## config.mk

```make
export PLATFORM = sky130hd
export DESIGN_NAME = lcd_bus_ctrl
export DESIGN_NICKNAME = d
export VERILOG_FILES = /design/src/rtl/lcd_bus_ctrl.sv
export SDC_FILE = /design/constraint.sdc
export NUM_CORES = 1
export LEC_CHECK = 0
export ABC_AREA = 1
export CAP_MARGIN = 20
export CELL_PAD_IN_SITES_DETAIL_PLACEMENT = 1
export CELL_PAD_IN_SITES_GLOBAL_PLACEMENT = 1
export CORE_ASPECT_RATIO = 0.9
export CORE_MARGIN = 5
export CORE_UTILIZATION = 25
export DETAILED_ROUTE_END_ITERATION = 10
export PLACE_DENSITY_LB_ADDON = 0.1
export RECOVER_POWER = 50
export SYNTH_ARGS = -nofsm -noshare
export SYNTH_HDL_FRONTEND = slang
export SYNTH_SLANG_ARGS = --single-unit
```

## constraint.sdc

```tcl
create_clock -name clk -period 4.85 [get_ports clk]
set_input_delay 0.97 -clock clk [delete_from_list [all_inputs] [get_ports clk]]
set_output_delay 0.97 -clock clk [all_outputs]
set_load 0.05 [all_outputs]
```

## src/rtl/lcd_bus_ctrl.sv

```systemverilog
// lcd_bus_ctrl: character-LCD bus sequencer; power-on init, byte writes with busy-flag polling
module lcd_bus_ctrl #(
  parameter int POR_CYCLES = 750000,
  parameter int T_SU = 2,
  parameter int T_EN = 12,
  parameter int T_HD = 2
) (
  input  logic       clk,
  input  logic       rst_n,
  input  logic       req_valid,
  input  logic       req_rs,
  input  logic [7:0] req_data,
  output logic       req_ready,
  output logic       init_done,
  output logic       LCD_ON,
  output logic       LCD_BLON,
  output logic       LCD_EN,
  output logic       LCD_RS,
  output logic       LCD_RW,
  output logic [7:0] LCD_DQ_O,
  output logic       LCD_DQ_OE,
  input  logic [7:0] LCD_DQ_I
);
  typedef enum logic [2:0] {POR_WAIT, IDLE, W_SU, W_EN, W_HD, B_SU, B_EN, B_HD} state_t;
  state_t state;
  logic [31:0] cnt;
  logic [1:0] idx;
  logic busy;
  logic unused_dq;
  assign unused_dq = ^LCD_DQ_I[6:0];
  function automatic logic [7:0] rom(input logic [1:0] i);
    return i == 2'd0 ? 8'h38 : i == 2'd1 ? 8'h0C : i == 2'd2 ? 8'h01 : 8'h06;
  endfunction
  function automatic logic at_end(input logic [31:0] c, input int n);
    return c == 32'(n - 1);
  endfunction
  always_ff @(posedge clk or negedge rst_n)
    if (!rst_n) begin
      state <= POR_WAIT;
      cnt <= '0;
      idx <= '0;
      busy <= 1'b0;
      init_done <= 1'b0;
      req_ready <= 1'b0;
      LCD_ON <= 1'b0;
      LCD_BLON <= 1'b0;
      LCD_EN <= 1'b0;
      LCD_RS <= 1'b0;
      LCD_RW <= 1'b0;
      LCD_DQ_O <= 8'h00;
      LCD_DQ_OE <= 1'b0;
    end else begin
      LCD_ON <= 1'b1;
      LCD_BLON <= 1'b1;
      cnt <= cnt + 32'd1;
      case (state)
        POR_WAIT: if (at_end(cnt, POR_CYCLES)) begin
          state <= W_SU;
          cnt <= '0;
          LCD_RS <= 1'b0;
          LCD_RW <= 1'b0;
          LCD_DQ_O <= rom(2'd0);
          LCD_DQ_OE <= 1'b1;
        end
        IDLE: begin
          cnt <= '0;
          if (req_valid && req_ready) begin
            state <= W_SU;
            req_ready <= 1'b0;
            LCD_RS <= req_rs;
            LCD_RW <= 1'b0;
            LCD_DQ_O <= req_data;
            LCD_DQ_OE <= 1'b1;
          end
        end
        W_SU: if (at_end(cnt, T_SU)) begin
          state <= W_EN;
          cnt <= '0;
          LCD_EN <= 1'b1;
        end
        W_EN: if (at_end(cnt, T_EN)) begin
          state <= W_HD;
          cnt <= '0;
          LCD_EN <= 1'b0;
        end
        W_HD: if (at_end(cnt, T_HD)) begin
          state <= B_SU;
          cnt <= '0;
          LCD_RS <= 1'b0;
          LCD_RW <= 1'b1;
          LCD_DQ_OE <= 1'b0;
        end
        B_SU: if (at_end(cnt, T_SU)) begin
          state <= B_EN;
          cnt <= '0;
          LCD_EN <= 1'b1;
        end
        B_EN: if (at_end(cnt, T_EN)) begin
          state <= B_HD;
          cnt <= '0;
          LCD_EN <= 1'b0;
          busy <= LCD_DQ_I[7];
        end
        B_HD: if (at_end(cnt, T_HD)) begin
          cnt <= '0;
          if (busy) state <= B_SU;
          else if (!init_done && idx != 2'd3) begin
            // RW drops and OE rises on the same edge, so they never overlap
            state <= W_SU;
            idx <= idx + 2'd1;
            LCD_RS <= 1'b0;
            LCD_RW <= 1'b0;
            LCD_DQ_O <= rom(idx + 2'd1);
            LCD_DQ_OE <= 1'b1;
          end else begin
            state <= IDLE;
            init_done <= 1'b1;
            req_ready <= 1'b1;
          end
        end
        default: state <= POR_WAIT;
      endcase
    end
endmodule

```

## Yosys cells after proc, flatten, opt, wreduce, memory -nomap -nowiden

Cells that the tools add are included.

- Bits in registers: 53
- Bits in latches: 0
- RAM bits: 0
- ROM bits: 0
- Input port bits: 20
- Output and inout bits: 16
- Word-level logic and storage cells: 108
- Memories kept: 0

- Add/sub/neg operators: 2
- $mul: 0
- Div/mod/pow operators: 0
- Order comparisons: 0
- Equality and inequality tests: 26
- Shift-type cells: 0
- Muxes and demuxes: 46
- Bitwise operators: 2
- Reduce and logical (&&, ||, !) cells: 20

Operators with widths:

| operator | number |
|---|---|
| 32-bit case mux with 4 select lines | 1 |
| 32-bit 2-to-1 mux | 3 |
| 8-bit 2-to-1 mux | 5 |
| 32-bit by 1-bit adder with 32-bit output, second input constant | 1 |
| 32-bit by 1-bit == test with 1-bit output, second input constant | 1 |
| 32-bit by 20-bit == test with 1-bit output, second input constant | 1 |
| 32-bit by 4-bit == test with 1-bit output, second input constant | 1 |
| 3-bit 2-to-1 mux | 10 |
| 2-bit inequality test, second input constant | 12 |
| 3-bit case mux with 8 select lines | 1 |
| 8-bit case mux with 3 select lines | 1 |
| 1-bit 2-to-1 mux | 17 |
| 3-bit == test, second input constant | 4 |
| 1-bit case mux with 4 select lines | 3 |
| 4-bit AND reduction | 2 |
| 8-bit AND reduction | 1 |
| 7-bit AND reduction | 1 |
| 3-bit by 2-bit == test with 1-bit output, second input constant | 2 |
| 6-bit 2-to-1 mux | 1 |
| 6-bit AND reduction | 1 |
| 5-bit AND reduction | 1 |
| 4-bit 2-to-1 mux | 1 |
| 2-bit by 1-bit inequality test with 1-bit output, second input constant | 2 |
| 1-bit case mux with 2 select lines | 2 |
| other kinds (17) | 21 |

## Longest topological paths before layout

Gate-level depths: netlist (run 1).

- Depth after elaboration: 9
- Mapped depth: 13

## Worst setup path before layout (run 1)

No wires, ideal clock.

- Path type: register to output
- Start point: reg LCD_BLON (netlist name)
- End point: out LCD_ON
- Data arrival time: 0.886 ns
- Data required time: 3.880 ns
- Path slack: 2.994 ns
- Cell stages (with the launch flop): 2
- Path buffers: 1
- Cells stage by stage: dfrtp_1 buf_4

RTL lines:

| what | line | source |
|---|---|---|
| end: declaration | 15 | `output logic LCD_ON,` |

## Final worst setup path (run 1)

- Start point: reg cnt[0]
- End point: reg cnt[4]

- Word-level cells in the longest chain between the ends: 3
- Elaborated cells on any way between the ends: 8

RTL lines:

| what | line | source |
|---|---|---|
| start: declaration | 26 | `logic [31:0] cnt;` |
| start signal: assignment | 55 | `cnt <= cnt + 32'd1;` |
| 32-bit by 1-bit adder with 32-bit output, or another cell as far along | 55 |  |
| 32-bit 2-to-1 mux (on tied branches) | - |  |
| 32-bit case mux with 4 select lines (*) | 56 | `case (state)` |

Every way passes the cells marked *; elsewhere a longest branch is shown, timed or not.
A chain may end at the register's enable or synchronous reset.

==> impl_metrics.json, run 1 <==
{
  "run_status": "finished clean",
  "core_area_um2": 13300,
  "clock_latency_ns": 0.31,
  "synth_top_area_cell": "dfrtp_1",
  "grt_pass1_wl_um": 17600,
  "worst_ep_arrival_time_ns": 2.75,
  "dpl.hpwl_um": 7630,
  "synth_top_family_by_area": "simple AND/OR/NAND/NOR gates",
  "synthXorXnorAreaFrac_pct": 3.89,
  "synthAdderAreaFrac_pct": 1.85,
  "slowest_delay_ns": 0.60,
  "period_share_pct": 52.6,
  "cap_violations": 0,
  "dieArea_um2": 15900,
  "placed_cells": 656,
  "wl_per_cell_um": 15.4,
  "yosys-top-cells-area": "dfrtp_1, nand2_1, nor2_1",
  "viasPerCell": 4.56,
  "rsz0062_at_grt": "false",
  "multi_input_area_um2": 1730,
  "firstDrtPassIters": 4,
  "netlist_instances": 469,
  "maxSlewViolCount": 0,
  "area_growth_pct": 16.2,
  "die_y_um": 120,
  "worst_pin_slew_ns": 0.970,
  "routabilityCongestion": 0.785,
  "clk_pin_slew_ns": 0.08,
  "grt_pass1_vias": 3298,
  "ys_warn_count": 0,
  "syn_avg_cell_area_um2": 7.20,
  "layout_min_cycle_time_ns": 2.55,
  "path_class": "reg -> reg",
  "grt_remaining_overflow": 0,
  "path_cells": "ha_1 > nand2_1 > nor2_1 > nand2_1 > nor2_1 > nor2_2 > nor2_4 > nand2_4 > o21ai_1 > nor2_1",
  "pwr-share-seq_pct": 50.8,
  "total_power_uw": 872,
  "ctsResizeCount": 0,
  "yosysSeqAreaShare_pct": 39.3,
  "synthSimpleGateAreaFrac_pct": 35.9,
  "regArea_um2": 1330,
  "finalSetupViolations": 0,
  "num_antenna_cells": 0,
  "final-hold-violation-count": 0,
  "syn_area_um2": 3380,
  "cts_tree": "built",
  "synth-async-reset-ratio_pct": 100,
  "grt_max_degree": 54,
  "yosysTopAreaCellShare_pct": 39.3,
  "synth.area.mux_share_pct": 0,
  "drtIter0Drc": 117,
  "port_buffers": 28,
  "clock_skew_ns": 0.00863,
  "hold_buffers": 0,
  "cts_root_buffer": "clkbuf_16",
  "pwr-share-comb_pct": 2.9,
  "final.setup.tns_ns": 0,
  "cts_buffer_depth": 2,
  "vias": 3028,
  "switching_power_uw": 199,
  "synth_compound_area_share_pct": 10.0,
  "rows": 40,
  "fmax_ghz": 0.392,
  "pin_count": 36,
  "synthesis.nets": 494,
  "antenna_found_initial": 0,
  "drive_gt1_share_pct": 8.27,
  "cts_buffers": 5,
  "leakagePower_nw": 1.78,
  "max-slew-margin-rel_pct": 35.1,
  "fp.dieW_um": 133,
  "fill_cells": 1647,
  "stdcell_count": 664,
  "synth_edf_count": 0,
  "post_cts_buffers": 0,
  "grt_usage_pct": 13.6,
  "crit_path_start_kind": "flop",
  "hold_path.class": "reg -> reg",
  "cp_common_cell": "nor2_1",
  "drcViolationCount": 0,
  "crit_slowest_cell": "nor2_4",
  "internal-power_uw": 672,
  "initial_utilization_pct": 25.4,
  "max-vdd-ir-drop_v": 0.000115,
  "final_nets": 520,
  "postRouteAntennaNets": 0,
  "clock-sinks": 53,
  "hold_ws_ns": 0.480,
  "worstPathMaxFanout": 25,
  "cts.htree.levels": 2,
  "routed_wl_um": 10300,
  "power_frac_clock_pct": 46.3,
  "synthFlopType": "dfrtp_1",
  "cp_data_required_time_ns": 5.04,
  "ys_ff_latch": 53,
  "p_sw_share_pct": 22.9,
  "ys_types": 35,
  "power_density_nw_per_um2": 222,
  "worstSetupEndpointType": "flop"
}
-- flip-flops by register name, summed over array words and instances (netlist names) --
signal	cells
cnt	32
init_done	1
idx	2
LCD_BLON	1
req_ready	1
LCD_DQ_OE	1
busy	1
state	3
LCD_RW	1
LCD_DQ_O	8
LCD_RS	1
LCD_EN	1
-- final timing paths --
kind | from | to | slack, ns | cells after the start
worst min-delay path | LCD_EN | LCD_EN | 0.48 | 2
min in group asynchronous | rst_n | cnt[6] | 0.80 | 2
worst max register to register | cnt[0] | cnt[4] | 2.30 | 10
worst max-delay path | cnt[0] | cnt[4] | 2.30 | 10
worst min register to register | LCD_EN | LCD_EN | 0.48 | 2
max in group asynchronous | rst_n | LCD_DQ_O[1] | 3.54 | 2
-- kinds of logic after synthesis --
group / Yosys count
AND/OR/NAND/NOR: 271
other: 1
buffers and inverters: 69
adder cells (fa/ha/maj): 5
AO/OA/AOI/OAI: 55
XOR/XNOR: 15
flip-flops: 53
-- final cells by class --
type	instances	area share (%)
inverters	59	5.64
well taps	168	5.36
repair buffers	29	7.20
flip-flops and latches	53	33.8
clock buffers	7	3.89
clock inverters	1	0.128
multi-input cells	347	44.0
-- synthesized netlist by cell type, types with 3 or more instances --
| library cell | number |
|---|---|
| a21oi_1 | 29 |
| buf_2 | 3 |
| buf_6 | 5 |
| dfrtp_1 | 53 |
| ha_1 | 5 |
| inv_1 | 56 |
| inv_2 | 3 |
| nand2_1 | 126 |
| nand2_2 | 5 |
| nand3_1 | 33 |
| nand4_1 | 9 |
| nor2_1 | 68 |
| nor2_2 | 9 |
| nor2_4 | 5 |
| nor3_1 | 10 |
| o21ai_0 | 6 |
| o21ai_1 | 4 |
| o21ai_2 | 8 |
| xnor2_1 | 5 |
| xor2_1 | 10 |
-- stage by stage --
stage,cell area (um2),setup WS [ns],util (%)
finish,3930,2.30,29.5
detailed placement,3790,2.37,28.4
CTS,3950,2.34,29.6
global route,3930,2.00,29.5
floorplan,3380,2.99,-
global placement,3790,2.38,28.4
-- routing by layer --
metal	part of all wire, %	global-route usage, %	vias up
met5	0	0	-
met4	1.2	3.51	0
met3	3.0	2.75	8
met2	42	21.1	29
met1	54	19.3	1447
li1	-	-	1544
-- layout by cell type (no fill, tap or decap), drive strengths merged --
| cell type | instances |
|---|---|
| a21oi | 29 |
| a22o | 2 |
| a31oi | 1 |
| a32oi | 1 |
| a41o | 1 |
| and2 | 1 |
| buf | 2 |
| clkbuf | 7 |
| clkdlybuf4s50 | 27 |
| clkinv | 1 |
| conb | 1 |
| dfrtp | 53 |
| ha | 5 |
| inv | 59 |
| nand2 | 133 |
| nand3 | 34 |
| nand3b | 1 |
| nand4 | 10 |
| nor2 | 82 |
| nor3 | 10 |
| o21a | 1 |
| o21ai | 19 |
| o22ai | 1 |
| xnor2 | 5 |
| xor2 | 10 |
-- power by group through the flow --
| stage | sequential (mW) | combinational [mW] | clock (mW) |
|---|---|---|---|
| final | 0.443 | 0.0251 | 0.404 |
| after global routing | 0.443 | 0.0289 | 0.435 |
| after CTS | 0.443 | 0.0267 | 0.421 |
| after detailed placement | 0.452 | 0.0266 | 0 |
| after global placement | 0.452 | 0.0264 | 0 |
| after floorplan | 0.453 | 0.00310 | 0 |
-- critical path, delay by kind of cell (launching register included) --
family	cells	cell delay, ns
AOI/OAI and AO/OA	1	0.14
adders and majority gates	1	0.19
and+or+nand+nor	8	1.63
DFF	1	0.46
Note: power is estimated with default switching activity, not from simulation.
==> run 2: changes to the inputs <==
==> constraint.sdc (replaced) <==
create_clock -name clk -period 2.6 [get_ports clk]
set_input_delay 0.52 -clock clk [delete_from_list [all_inputs] [get_ports clk]]
set_output_delay 0.52 -clock clk [all_outputs]
set_load 0.05 [all_outputs]
==> run 2 against run 1 <==
  * Design area rose by 0.48%
  * Global-route usage fell by 0.49 points
  * Utilization up 0.14 points
  * Critical path type unchanged
  * Die area unchanged
  * Wire length fell by 3.0%
==> impl_metrics.json, run 2 (synthesis results as in run 1) <==
{
  "cp_data_required_time_ns": 2.79,
  "fp.dieW_um": 133,
  "cp.buffers_inverters": 0,
  "final-hold-violation-count": 0,
  "crit_slowest_cell": "dfrtp_1",
  "crit_family": "simple AND/OR/NAND/NOR gates",
  "p_sw_share_pct": 23.0,
  "initial_utilization_pct": 25.4,
  "worst_ep_arrival_time_ns": 2.33,
  "grtUsageMet1_pct": 19.1,
  "rows": 40,
  "layout_common_cells": "nand2_1, nor2_1, inv_1",
  "final_nets": 525,
  "wl_per_cell_um": 14.9,
  "clock_skew_ns": 0.00508,
  "grt_use_met2_pct": 19.7,
  "hold_buffers": 0,
  "path_cells": "ha_1 > nand2_2 > nor2_4 > nand3_1 > nor2_1 > nand2_1 > nand2_4 > nand4_4 > nand2_1 > o21ai_2",
  "ctsResizeCount": 0,
  "leakagePower_nw": 1.79,
  "viasPerCell": 4.55,
  "cts_buffers": 5,
  "grt_remaining_overflow": 0,
  "rsz0062_at_grt": "false",
  "firstDrtPassIters": 4,
  "grt_pass1_vias": 3108,
  "cts_tree": "built",
  "port_buffers": 28,
  "final_common_cell": "nand2_1",
  "postRouteAntennaNets": 0,
  "antenna_found_initial": 0,
  "worst_pin_slew_ns": 1.10,
  "multi_input_area_um2": 1730,
  "period_share_pct": 82.6,
  "grt_usage_pct": 13.1,
  "fill_cells": 1650,
  "layout_min_cycle_time_ns": 2.15,
  "regArea_um2": 1330,
  "run_status": "finished clean",
  "switching_power_uw": 357,
  "routabilityCongestion": 0.755,
  "grt_max_degree": 37,
  "reg_top3": "cnt (32), LCD_DQ_O (8), state (3)",
  "grt_pass1_wl_um": 16500,
  "power_density_nw_per_um2": 394,
  "power_frac_clock_pct": 43.9,
  "core_area_um2": 13300,
  "max-slew-margin-rel_pct": 26.4,
  "clk_pin_slew_ns": 0.07,
  "grt-busiest-layer": "met2",
  "cts_root_buffer": "clkbuf_16",
  "cts.htree.levels": 2,
  "hold_path.class": "in -> async",
  "vias": 3041,
  "crit_path_start_kind": "flop",
  "drive_gt1_share_pct": 8.98,
  "routed_wl_um": 9950,
  "hold_ws_ns": 0.405,
  "die_y_um": 120,
  "grt_use_met3_pct": 2.50,
  "max-vdd-ir-drop_v": 0.000237,
  "cp_common_cell": "nand2_1",
  "final.setup.tns_ns": 0,
  "fin_util_pct": 29.6,
  "worstPathMaxFanout": 17,
  "dieArea_um2": 15900,
  "pwr-share-seq_pct": 53.1,
  "num_antenna_cells": 0,
  "maxSlewViolCount": 0,
  "drcViolationCount": 0,
  "regMostFlops": "cnt",
  "dpl.hpwl_um": 7760,
  "area_growth_pct": 16.8,
  "clock-sinks": 53,
  "fmax_ghz": 0.466,
  "slowest_delay_ns": 0.47,
  "path_class": "reg -> reg",
  "pwr-share-comb_pct": 3.0,
  "largest_reg_flops": 32,
  "worstSetupEndpointType": "flop",
  "internal-power_mw": 1.20,
  "drtIter0Drc": 155,
  "finalSetupViolations": 0,
  "post_cts_buffers": 0,
  "pin_count": 36,
  "clock_latency_ns": 0.30,
  "cap_violations": 0,
  "cts_buffer_depth": 2
}
[run 2: cell types whose count changed in the layout (fill, tap and decap cells not counted)]
| cell | change |
|---|---|
| buf_2 | -1 |
| buf_4 | +4 |
| clkbuf_1 | +1 |
| clkbuf_2 | +1 |
| clkbuf_8 | -2 |
| clkinv_2 | +1 |
| clkinvlp_4 | +1 |
[run 2: power groups by stage]
stage	Combinational (mW)	Sequential [mW]	Clock [mW]
after floorplan	0.00578	0.845	0
after global placement	0.0517	0.843	0
after detailed placement	0.0519	0.843	0
after CTS	0.0519	0.826	0.718
after global routing	0.0522	0.826	0.752
final	0.0462	0.826	0.683
[run 2: area by class of cell]
| cell class | instances | share of cell area (%) |
|---|---|---|
| Multi-Input combinational cell | 347 | 43.8 |
| Sequential cell | 53 | 33.6 |
| Timing Repair Buffer | 34 | 8.03 |
| Inverter | 59 | 5.62 |
| Tap cell | 168 | 5.33 |
| Clock buffer | 5 | 3.17 |
| Clock inverter | 3 | 0.444 |
[run 2: routing by layer]
layer  vias to the layer above  wire length (um)
met5                         -                 0
li1                       1541                 -
met2                        36              4160
met1                      1457              5360
met4                         0               111
met3                         7               315
[run 2: final timing paths]
check	slack, ns	start	end	cells after the start
worst max-delay path	0.45	cnt[0]	LCD_DQ_O[6]	10
worst max register to register	0.45	cnt[0]	LCD_DQ_O[6]	10
max in group asynchronous	0.65	rst_n	LCD_DQ_O[0]	2
worst min register to register	0.49	LCD_RS	LCD_RS	2
min in group clk	0.49	LCD_RS	LCD_RS	2
worst min-delay path	0.41	rst_n	cnt[30]	1
[run 2: stage by stage]
stage | std cells | power [mW] | setup WS [ns] | instance area, um2
2_1_floorplan | 469 | 0.851 | 0.881 | 3380
3_3_place_gp | 661 | 0.894 | 0.417 | 3840
3_5_place_dp | 661 | 0.894 | 0.402 | 3840
4_1_cts | 669 | 1.60 | 0.380 | 3980
5_1_grt | 669 | 1.63 | 0.204 | 3940
6_report | 669 | 1.56 | 0.453 | 3940
